**config.mk**
```make
export PLATFORM = sky130hd
export DESIGN_NAME = multi_db_counter
export DESIGN_NICKNAME = d
export VERILOG_FILES = /design/src/rtl/multi_db_counter.sv
export SDC_FILE = /design/constraint.sdc
export NUM_CORES = 1
export LEC_CHECK = 0
export ABC_AREA = 0
export CAP_MARGIN = 20
export CORE_UTILIZATION = 46
export CTS_CLUSTER_DIAMETER = 120
export CTS_CLUSTER_SIZE = 10
export DETAILED_ROUTE_END_ITERATION = 6
export DONT_BUFFER_PORTS = 1
export PLACE_DENSITY = 0.64
export SYNTH_ARGS = -nofsm -noshare
export SYNTH_HDL_FRONTEND = slang
export SYNTH_SLANG_ARGS = --single-unit
```
**constraint.sdc**
```tcl
create_clock -name clk -period 2.95 [get_ports clk]
set_clock_uncertainty 0.2 [all_clocks]
set_input_delay 0 -clock clk [delete_from_list [all_inputs] [get_ports clk]]
set_output_delay 0 -clock clk [all_outputs]
set_load 0.01 [all_outputs]
```
**src/rtl/multi_db_counter.sv**
```systemverilog
// N-channel input conditioner: 2-flop synchroniser, timer debouncer, rise/fall ticks and
// raw vs debounced rising-edge counters. Define DBC_SATURATE_EN to make counters stick at all-ones.
module multi_db_counter #(
    parameter int N_CH      = 4,
    parameter int DB_CYCLES = 2_000_000,
    parameter int CNT_W     = 8
) (
    input  logic                  clk,
    input  logic                  reset,
    input  logic [N_CH-1:0]       sw,
    input  logic [N_CH-1:0]       clr,
    output logic [N_CH-1:0]       db_level,
    output logic [N_CH-1:0]       db_rise,
    output logic [N_CH-1:0]       db_fall,
    output logic [N_CH*CNT_W-1:0] raw_cnt,
    output logic [N_CH*CNT_W-1:0] db_cnt
);

    localparam int               TMR_W    = $clog2(DB_CYCLES);
    localparam logic [TMR_W-1:0] TMR_LAST = TMR_W'(DB_CYCLES - 1);
    localparam logic [TMR_W-1:0] TMR_ONE  = TMR_W'(1);

    typedef enum logic [1:0] {
        ST_LOW,
        ST_WAIT_HI,
        ST_HIGH,
        ST_WAIT_LO
    } state_t;

    logic [N_CH-1:0]  r_s1;
    logic [N_CH-1:0]  r_s2;
    logic [N_CH-1:0]  r_s2_d;
    logic [N_CH-1:0]  r_rise;
    logic [N_CH-1:0]  r_fall;
    state_t           r_state     [N_CH];
    state_t           w_state_nxt [N_CH];
    logic [TMR_W-1:0] r_timer     [N_CH];
    logic [TMR_W-1:0] w_timer_nxt [N_CH];
    logic [N_CH-1:0]  w_rise_nxt;
    logic [N_CH-1:0]  w_fall_nxt;
    logic [N_CH-1:0]  w_raw_edge;
    logic [CNT_W-1:0] r_raw_cnt   [N_CH];
    logic [CNT_W-1:0] r_db_cnt    [N_CH];

    function automatic logic [CNT_W-1:0] cnt_inc(input logic [CNT_W-1:0] cnt);
`ifdef DBC_SATURATE_EN
        return (&cnt) ? cnt : cnt + CNT_W'(1);
`else
        return cnt + CNT_W'(1);
`endif
    endfunction

    // NOTE: sequential state uses non-blocking assignments so every flop samples pre-edge values.
    always_ff @(posedge clk) begin
        if (reset) begin
            r_s1   <= '0;
            r_s2   <= '0;
            r_s2_d <= '0;
        end else begin
            r_s1   <= sw;
            r_s2   <= r_s1;
            r_s2_d <= r_s2;
        end
    end

    assign w_raw_edge = r_s2 & ~r_s2_d;

    // NOTE: every always_comb output gets a default first, so no path can infer a latch.
    always_comb begin
        w_rise_nxt = '0;
        w_fall_nxt = '0;
        for (int i = 0; i < N_CH; i++) begin
            w_state_nxt[i] = r_state[i];
            w_timer_nxt[i] = r_timer[i];
            case (r_state[i])
                ST_LOW: begin
                    if (r_s2[i]) begin
                        w_state_nxt[i] = ST_WAIT_HI;
                        w_timer_nxt[i] = TMR_ONE;
                    end
                end
                ST_WAIT_HI: begin
                    if (!r_s2[i]) begin
                        w_state_nxt[i] = ST_LOW;
                        w_timer_nxt[i] = '0;
                    end else if (r_timer[i] == TMR_LAST) begin
                        w_state_nxt[i] = ST_HIGH;
                        w_timer_nxt[i] = '0;
                    end else begin
                        w_timer_nxt[i] = r_timer[i] + TMR_ONE;
                    end
                end
                ST_HIGH: begin
                    if (!r_s2[i]) begin
                        w_state_nxt[i] = ST_WAIT_LO;
                        w_timer_nxt[i] = TMR_ONE;
                    end
                end
                ST_WAIT_LO: begin
                    if (r_s2[i]) begin
                        w_state_nxt[i] = ST_HIGH;
                        w_timer_nxt[i] = '0;
                    end else if (r_timer[i] == TMR_LAST) begin
                        w_state_nxt[i] = ST_LOW;
                        w_timer_nxt[i] = '0;
                    end else begin
                        w_timer_nxt[i] = r_timer[i] + TMR_ONE;
                    end
                end
                default: begin
                    w_state_nxt[i] = ST_LOW;
                    w_timer_nxt[i] = '0;
                end
            endcase
            // Ticks are registered alongside the state so they align with the new level.
            w_rise_nxt[i] = (r_state[i] == ST_WAIT_HI) && (w_state_nxt[i] == ST_HIGH);
            w_fall_nxt[i] = (r_state[i] == ST_WAIT_LO) && (w_state_nxt[i] == ST_LOW);
        end
    end

    always_ff @(posedge clk) begin
        if (reset) begin
            r_rise <= '0;
            r_fall <= '0;
            for (int i = 0; i < N_CH; i++) begin
                r_state[i] <= ST_LOW;
                r_timer[i] <= '0;
            end
        end else begin
            r_rise <= w_rise_nxt;
            r_fall <= w_fall_nxt;
            for (int i = 0; i < N_CH; i++) begin
                r_state[i] <= w_state_nxt[i];
                r_timer[i] <= w_timer_nxt[i];
            end
        end
    end

    // Clear wins over any increment in the same cycle; the two counters are otherwise independent.
    always_ff @(posedge clk) begin
        if (reset) begin
            for (int i = 0; i < N_CH; i++) begin
                r_raw_cnt[i] <= '0;
                r_db_cnt[i]  <= '0;
            end
        end else begin
            for (int i = 0; i < N_CH; i++) begin
                if (clr[i]) begin
                    r_raw_cnt[i] <= '0;
                    r_db_cnt[i]  <= '0;
                end else begin
                    if (w_raw_edge[i]) begin
                        r_raw_cnt[i] <= cnt_inc(r_raw_cnt[i]);
                    end
                    if (r_rise[i]) begin
                        r_db_cnt[i] <= cnt_inc(r_db_cnt[i]);
                    end
                end
            end
        end
    end

    always_comb begin
        db_level = '0;
        for (int i = 0; i < N_CH; i++) begin
            db_level[i] = (r_state[i] == ST_HIGH) || (r_state[i] == ST_WAIT_LO);
        end
    end

    assign db_rise = r_rise;
    assign db_fall = r_fall;

    for (genvar g = 0; g < N_CH; g++) begin : g_pack
        assign raw_cnt[g*CNT_W +: CNT_W] = r_raw_cnt[g];
        assign db_cnt[g*CNT_W +: CNT_W]  = r_db_cnt[g];
    end

endmodule
```
==> impl_metrics.csv, run 1 <==
group,metric,value,unit
clocking,cts-resized-gates,0,
setup_path,worst-setup-path-type,"reg -> reg",
power_and_ir_drop,intPower,0.00400,W
clocking,clk_latency,0.43,ns
grt,grt_pass1_wl,29.7,mm
synth,ys_types,66,
timing,finalHoldViolCount,0,
power_and_ir_drop,p_comb_share,3.5,%
setup_path,path_buf_inv,1,
clocking,cts_hold_buf,11,
routing,first_pass_iters,7,
routing,wire_per_inst,14.9,microns
hold_path,hold_end,"r_s1[0]$_SDFF_PP0_",
timing,setup_viol,0,
power_and_ir_drop,p_sw,0.00121,W
layout,stdcell_count,1174,
routing,viasPerCell,5.67,
timing,slew_viol_final,0,
setup_path,cp-end-kind,"flip-flop",
grt,antenna_found_initial,0,
die,start_util,47.3,%
clocking,path_clk_slew,0.07,ns
timing,fin_crit,2.77,ns
clocking,cts_tree,"built",
setup_path,slowest_delay,0.58,ns
routing,via_count,6655,
setup_path,start_kind,"flip-flop",
clocking,numCtsBuffers,17,
die,ioPinCount,86,
hold_path,hold_path_class,"in -> reg",
setup_path,crit_family,"compound AO/OA/AOI/OAI gates",
die,die_w,139,microns
run_status,status,"complete, but fails checks",
synth,ys_top_cells_by_area,"dfxtp_1, edfxtp_1, nor2_1",
timing,period_share,93.9,%
grt,grt_start_max_net_pins,60,
synth,netlist.area_leader.share,26.1,%
layout,utilization,52.8,%
routing,drt_iter0_markers,478,
die,dieArea,19200,sq um
run_status,violations,"design-rule violations",
synth,synth_async_sr_flop_share,0,%
synth,synthFlopType,"dfxtp_1",
setup_path,reg2reg_to,"r_timer[0][17]$_SDFFE_PP0P_",
setup_path,r2r_start,"r_timer[0][0]$_SDFFE_PP0P_",
synth,synth_top_area_cell,"dfxtp_1",
placement,port_buffers,0,
power_and_ir_drop,power.density,545,nW/um^2
synth,yosysWarnings,0,
clocking,cts.htree.levels,4,
placement,placed_cells,1131,
clocking,postCtsSetupBuffers,0,
synth,ys_seq_area_share,48.5,%
setup_path,r2r_slack,0.18,ns
timing,slew_headroom,44.2,%
power_and_ir_drop,ir_worst_vdd,0.436,mV
synth,ys_ff_latch,176,
power_and_ir_drop,p_total,0.00522,W
power_and_ir_drop,p_sw_share,23.2,%
die,rows,49,
layout,diodes,0,
timing,rsz0062_at_grt,"false",
synth,synth_cells,921,
timing,fmax,361,MHz
hold_path,hp-start,"sw[0]",
layout,drive_gt1_share,7.20,%
timing,worst-slew-pin-transition,0.833,ns
clocking,cts_buffer_depth,2,
synth,synth_edf_count,64,
setup_path,worstPathCellList,"ha_1, nand3_1, and4bb_2, a21oi_1, nand2b_1, a311oi_1, dlygate4sd3_1",
synth,syn_area,8590,sq um
synth,synth_fp_nets,943,
clocking,cts-root-buf,"clkbuf_16",
flow_run,max_cap_violations,0,
routing,wirelength,17.5,mm
setup_path,ff2ff_path_depth,7,
hold_path,holdPathStages,2,
layout,layout.nets,954,
grt,grt_overflow,0,
placement,gp_congestion,0.804,
routing,drc,7,
power_and_ir_drop,leakage,3.43,nW
setup_path,arrival,2.94,ns
setup_path,critPathSlowestCell,"dlygate4sd3_1",
setup_path,cp.required,3.12,ns
synth,syn_avg_cell_area,9.33,sq um
layout,area_delta_synth_final,11.4,%
clocking,cts.sinks,176,
setup_path,cp_max_fo,7,
power_and_ir_drop,p_clk_share,45.5,%
die,core,18100,sq um
setup_path,startpoint,"r_timer[0][0]$_SDFFE_PP0P_",
placement,hpwl,12.1,mm
grt,grt_pass1_vias,6085,
timing,timing.setup.tns,0,ns
grt,track_usage,18.7,%
routing,ant_nets,0,
die,fp.dieH,139,microns
power_and_ir_drop,seqPwrFrac,51.1,%
-- worst max-delay path by stage --
stage	endpoint	slack (ns)	cells past startpoint
3_3_place_gp	r_timer[1][15]$_SDFFE_PP0P_	0.33	6
4_1_cts	r_timer[0][17]$_SDFFE_PP0P_	0.18	7
5_1_grt	r_timer[1][15]$_SDFFE_PP0P_	0.03	6
2_1_floorplan	r_timer[1][18]$_SDFFE_PP0P_	0.80	6
3_5_place_dp	r_timer[1][20]$_SDFFE_PP0P_	0.25	6
6_report	r_timer[0][17]$_SDFFE_PP0P_	0.18	7
-- Yosys cell counts (all sizes together) (5+ instances only) --
cell type	count
ha	12
or3	12
nor2b	11
and4	9
o21ai	38
nor2	114
a21o	11
nand4	24
a31oi	25
nor4	17
or4	5
mux2i	16
clkbuf	23
and3	33
nand2	65
and2	9
buf	13
a21oi	47
xnor2	20
edfxtp	64
inv	26
nand3	83
nor3	17
xor2	45
nand2b	6
nor4b	8
dfxtp	112
-- state kept, by name, indices dropped and copies added, names as in the netlist, 8 cells and up --
signal	cells
r_timer	84
r_state	8
r_db_cnt	32
r_raw_cnt	32
-- cell usage in the layout (no fill, tap or decap), drive strengths merged, types with 12 or more instances in the layout --
| master | Yosys | final |
|---|---|---|
| a21oi | 47 | 47 |
| a31oi | 25 | 25 |
| and3 | 33 | 33 |
| buf | 13 | 18 |
| clkbuf | 23 | 17 |
| dfxtp | 112 | 112 |
| edfxtp | 64 | 64 |
| ha | 12 | 12 |
| inv | 26 | 34 |
| mux2i | 16 | 16 |
| nand2 | 65 | 65 |
| nand3 | 83 | 83 |
| nand4 | 24 | 24 |
| nor2 | 114 | 114 |
| nor3 | 17 | 17 |
| nor4 | 17 | 17 |
| o21ai | 38 | 38 |
| or3 | 12 | 12 |
| xnor2 | 20 | 20 |
| xor2 | 45 | 45 |
-- per-layer routing --
layer | share of wire [%] | GRT usage [%] | up-vias
li1 | - | - | 3381
met1 | 50 | 26.0 | 3142
met2 | 44 | 28.9 | 125
met3 | 4.3 | 4.56 | 7
met4 | 0.87 | 5.44 | 0
met5 | 0 | 0 | -
-- metrics by stage --
stage	hold slack (ns)	worst slack, ns	cell area, sq um
5_1_grt	0.0641	0.0260	9570
3_3_place_gp	-0.122	0.327	8820
4_1_cts	0.0608	0.184	9570
6_report	0.0758	0.179	9570
2_1_floorplan	-0.0718	0.805	8590
3_5_place_dp	-0.119	0.251	8820
-- power by group through the flow --
| stage | Clock, W | Sequential (W) | Combinational (W) |
|---|---|---|---|
| floorplan | 0 | 0.00270 | 0.000123 |
| global placement | 0 | 0.00272 | 0.000150 |
| detailed placement | 0 | 0.00272 | 0.000152 |
| CTS | 0.00242 | 0.00266 | 0.000182 |
| global route | 0.00252 | 0.00267 | 0.000205 |
| finish | 0.00237 | 0.00266 | 0.000180 |
-- layout make-up --
cell class                 count  area [sq um]
timing repair buffer          28           255
tap                          229           287
clock buffer                  17           425
inverter                      26          97.6
sequential                   176          4160
fill                        1639          8570
clock inverter                15           195
multi-input combinational    683          4150
-- cell families (layout without fill, tap and decap cells) --
kind of cell,count (synthesis),after routing,share of synthesized area (%)
fa+ha+maj,12,12,1.75
xor+xnor,65,65,6.72
mux,16,16,1.86
simple gates,436,436,26.7
compound gates,154,154,11.2
flops,176,176,48.5
buf+inv,62,86,3.22
(Power assumes the default switching activity.)
==> inputs of run 2 (changes only) <==
Settings changed: CELL_PAD_IN_SITES_DETAIL_PLACEMENT set to 1, CELL_PAD_IN_SITES_GLOBAL_PLACEMENT set to 1, PLACE_DENSITY 0.64 to 0.78.
==> run 2 against run 1 <==
Compared with the run above: the run still ends with design-rule violations left; first-iteration DRC count fell by 17%; critical path depth did not move; global-route usage rose by 3.6 points; largest cell class unchanged; largest power group unchanged.
==> impl_metrics.csv, run 2 (synthesis results as in run 1) <==
group,metric,value,unit
layout,layout.nets,959,
routing,drc,18,
routing,viasPerCell,5.87,
die,die_w,139,microns
run_status,violations,"design-rule violations",
layout,mostFrequentLayoutCell,"nor2_1",
setup_path,r2r_slack,0.37,ns
setup_path,worst-setup-path-type,"reg -> reg",
grt,track_usage,22.3,%
clocking,cts_buffer_depth,2,
placement,gp_congestion,0.761,
power_and_ir_drop,p_sw_share,23.8,%
clocking,cts_tree,"built",
setup_path,start_kind,"flip-flop",
setup_path,ff2ff_path_depth,7,
routing,ant_nets,0,
power_and_ir_drop,power.density,535,nW/um^2
timing,finalHoldViolCount,0,
clocking,clk_latency,0.43,ns
power_and_ir_drop,intPower,0.00390,W
clocking,cts.htree.levels,4,
die,ioPinCount,86,
routing,drt_iter0_markers,398,
power_and_ir_drop,p_comb_share,3.7,%
timing,slew_viol_final,0,
setup_path,cp_max_fo,7,
run_status,status,"complete, but fails checks",
layout,drive_gt1_share,7.79,%
layout,layout_common_cells,"nor2_1, dfxtp_1, nand3_1",
routing,wire_per_inst,17.6,microns
routing,via_count,6923,
grt,grt_start_max_net_pins,60,
layout,reg_top3,"r_timer (84), r_db_cnt (32), r_raw_cnt (32)",
power_and_ir_drop,seqPwrFrac,52.0,%
placement,port_buffers,0,
timing,period_share,87.4,%
hold_path,hold_end,"r_s1[1]$_SDFF_PP0_",
timing,setup_viol,0,
setup_path,arrival,2.75,ns
layout,stdcell_count,1179,
setup_path,cp.required,3.13,ns
hold_path,hold_path_class,"in -> reg",
setup_path,reg2reg_to,"r_timer[0][14]$_SDFFE_PP0P_",
setup_path,r2r_start,"r_timer[0][0]$_SDFFE_PP0P_",
layout,regMostFlops,"r_timer",
placement,hpwl,14.2,mm
timing,rsz0062_at_grt,"false",
timing,slew_headroom,41.1,%
power_and_ir_drop,ir_worst_vdd,0.407,mV
timing,timing.setup.tns,0,ns
placement,placed_cells,1135,
timing,fmax,388,MHz
clocking,numCtsBuffers,17,
power_and_ir_drop,p_sw,0.00122,W
grt,grt_overflow,0,
hold_path,holdPathStages,2,
layout,largest_reg_flops,84,
layout,area_delta_synth_final,11.6,%
die,core,18100,sq um
clocking,cts-root-buf,"clkbuf_16",
die,dieArea,19200,sq um
power_and_ir_drop,leakage,3.45,nW
layout,diodes,0,
hold_path,hp-start,"sw[1]",
timing,fin_crit,2.58,ns
routing,first_pass_iters,7,
die,fp.dieH,139,microns
clocking,path_clk_slew,0.07,ns
grt,antenna_found_initial,0,
routing,wirelength,20.7,mm
clocking,postCtsSetupBuffers,0,
flow_run,max_cap_violations,0,
die,start_util,47.3,%
timing,worst-slew-pin-transition,0.880,ns
power_and_ir_drop,p_clk_share,44.3,%
grt,grt_pass1_vias,7001,
setup_path,cp-end-kind,"flip-flop",
grt,grt_pass1_wl,35.1,mm
clocking,cts.sinks,176,
die,rows,49,
==> run 2: changes by cell type in the layout (fill, tap and decap cells not counted), moves of 2 or more <==
cell,previous run,this run
buf_4,17,21
clkinv_2,0,3
inv_6,5,3
clkinvlp_4,2,0
clkinv_4,1,3
==> run 2: power by group through the flow <==
stage          Combinational [W]  Sequential [W]  Clock (W)
6_report                0.000189         0.00267    0.00227
5_1_grt                 0.000212         0.00267    0.00241
4_1_cts                 0.000191         0.00267    0.00232
3_5_place_dp            0.000159         0.00272          0
3_3_place_gp            0.000154         0.00272          0
2_1_floorplan           0.000123         0.00270          0
==> run 2: cell type report <==
| type | count | area (sq um) |
|---|---|---|
| Inverter | 26 | 97.6 |
| Clock buffer | 17 | 425 |
| Multi-Input combinational cell | 683 | 4150 |
| Timing Repair Buffer | 33 | 297 |
| Sequential cell | 176 | 4160 |
| Tap cell | 229 | 287 |
| Clock inverter | 15 | 159 |
| Fill cell | 2047 | 8570 |
==> run 2: layer usage <==
| metal | track usage (%) | part of all wire (%) |
|---|---|---|
| met3 | 5.18 | 4.1 |
| met1 | 28.9 | 47 |
| met2 | 37.0 | 48 |
| met4 | 6.96 | 1.0 |
| met5 | 0 | 0 |
==> run 2: critical path, cell delays in order, from the launching register on <==
cell,delay (ns)
dfxtp_1,0.34
ha_1,0.24
nand3_1,0.24
and4bb_2,0.32
a21oi_2,0.34
nand4_1,0.15
a21oi_1,0.15
dlygate4sd3_1,0.55
==> run 2: worst max path at each step <==
stage	from	endpoint	slack [ns]	cells after the start
global route	r_timer[1][0]$_SDFFE_PP0P_	r_timer[1][20]$_SDFFE_PP0P_	0.21	7
global placement	r_timer[1][0]$_SDFFE_PP0P_	r_timer[1][20]$_SDFFE_PP0P_	0.15	7
detailed placement	r_timer[1][0]$_SDFFE_PP0P_	r_timer[1][20]$_SDFFE_PP0P_	0.05	7
floorplan	r_timer[1][0]$_SDFFE_PP0P_	r_timer[1][18]$_SDFFE_PP0P_	0.80	6
finish	r_timer[0][0]$_SDFFE_PP0P_	r_timer[0][14]$_SDFFE_PP0P_	0.37	7
CTS	r_timer[1][0]$_SDFFE_PP0P_	r_timer[1][20]$_SDFFE_PP0P_	0.009	7
==> run 2: stage by stage <==
stage	setup WS, ns	util [%]	instance area, sq um	power [W]	hold slack (ns)
global route	0.214	52.8	9580	0.00530	0.0328
finish	0.372	52.8	9580	0.00512	0.0395
global placement	0.153	48.8	8850	0.00287	-0.120
floorplan	0.805	-	8590	0.00282	-0.0718
detailed placement	0.0547	48.8	8850	0.00288	-0.121
CTS	0.00899	52.7	9570	0.00517	0.0212
==> run 2: timing repair <==
action	in CTS	in global routing
endpoints found under the setup margin	0	1
endpoints found under the hold margin	235	0
hold buffers	11	0
resized for setup	0	1
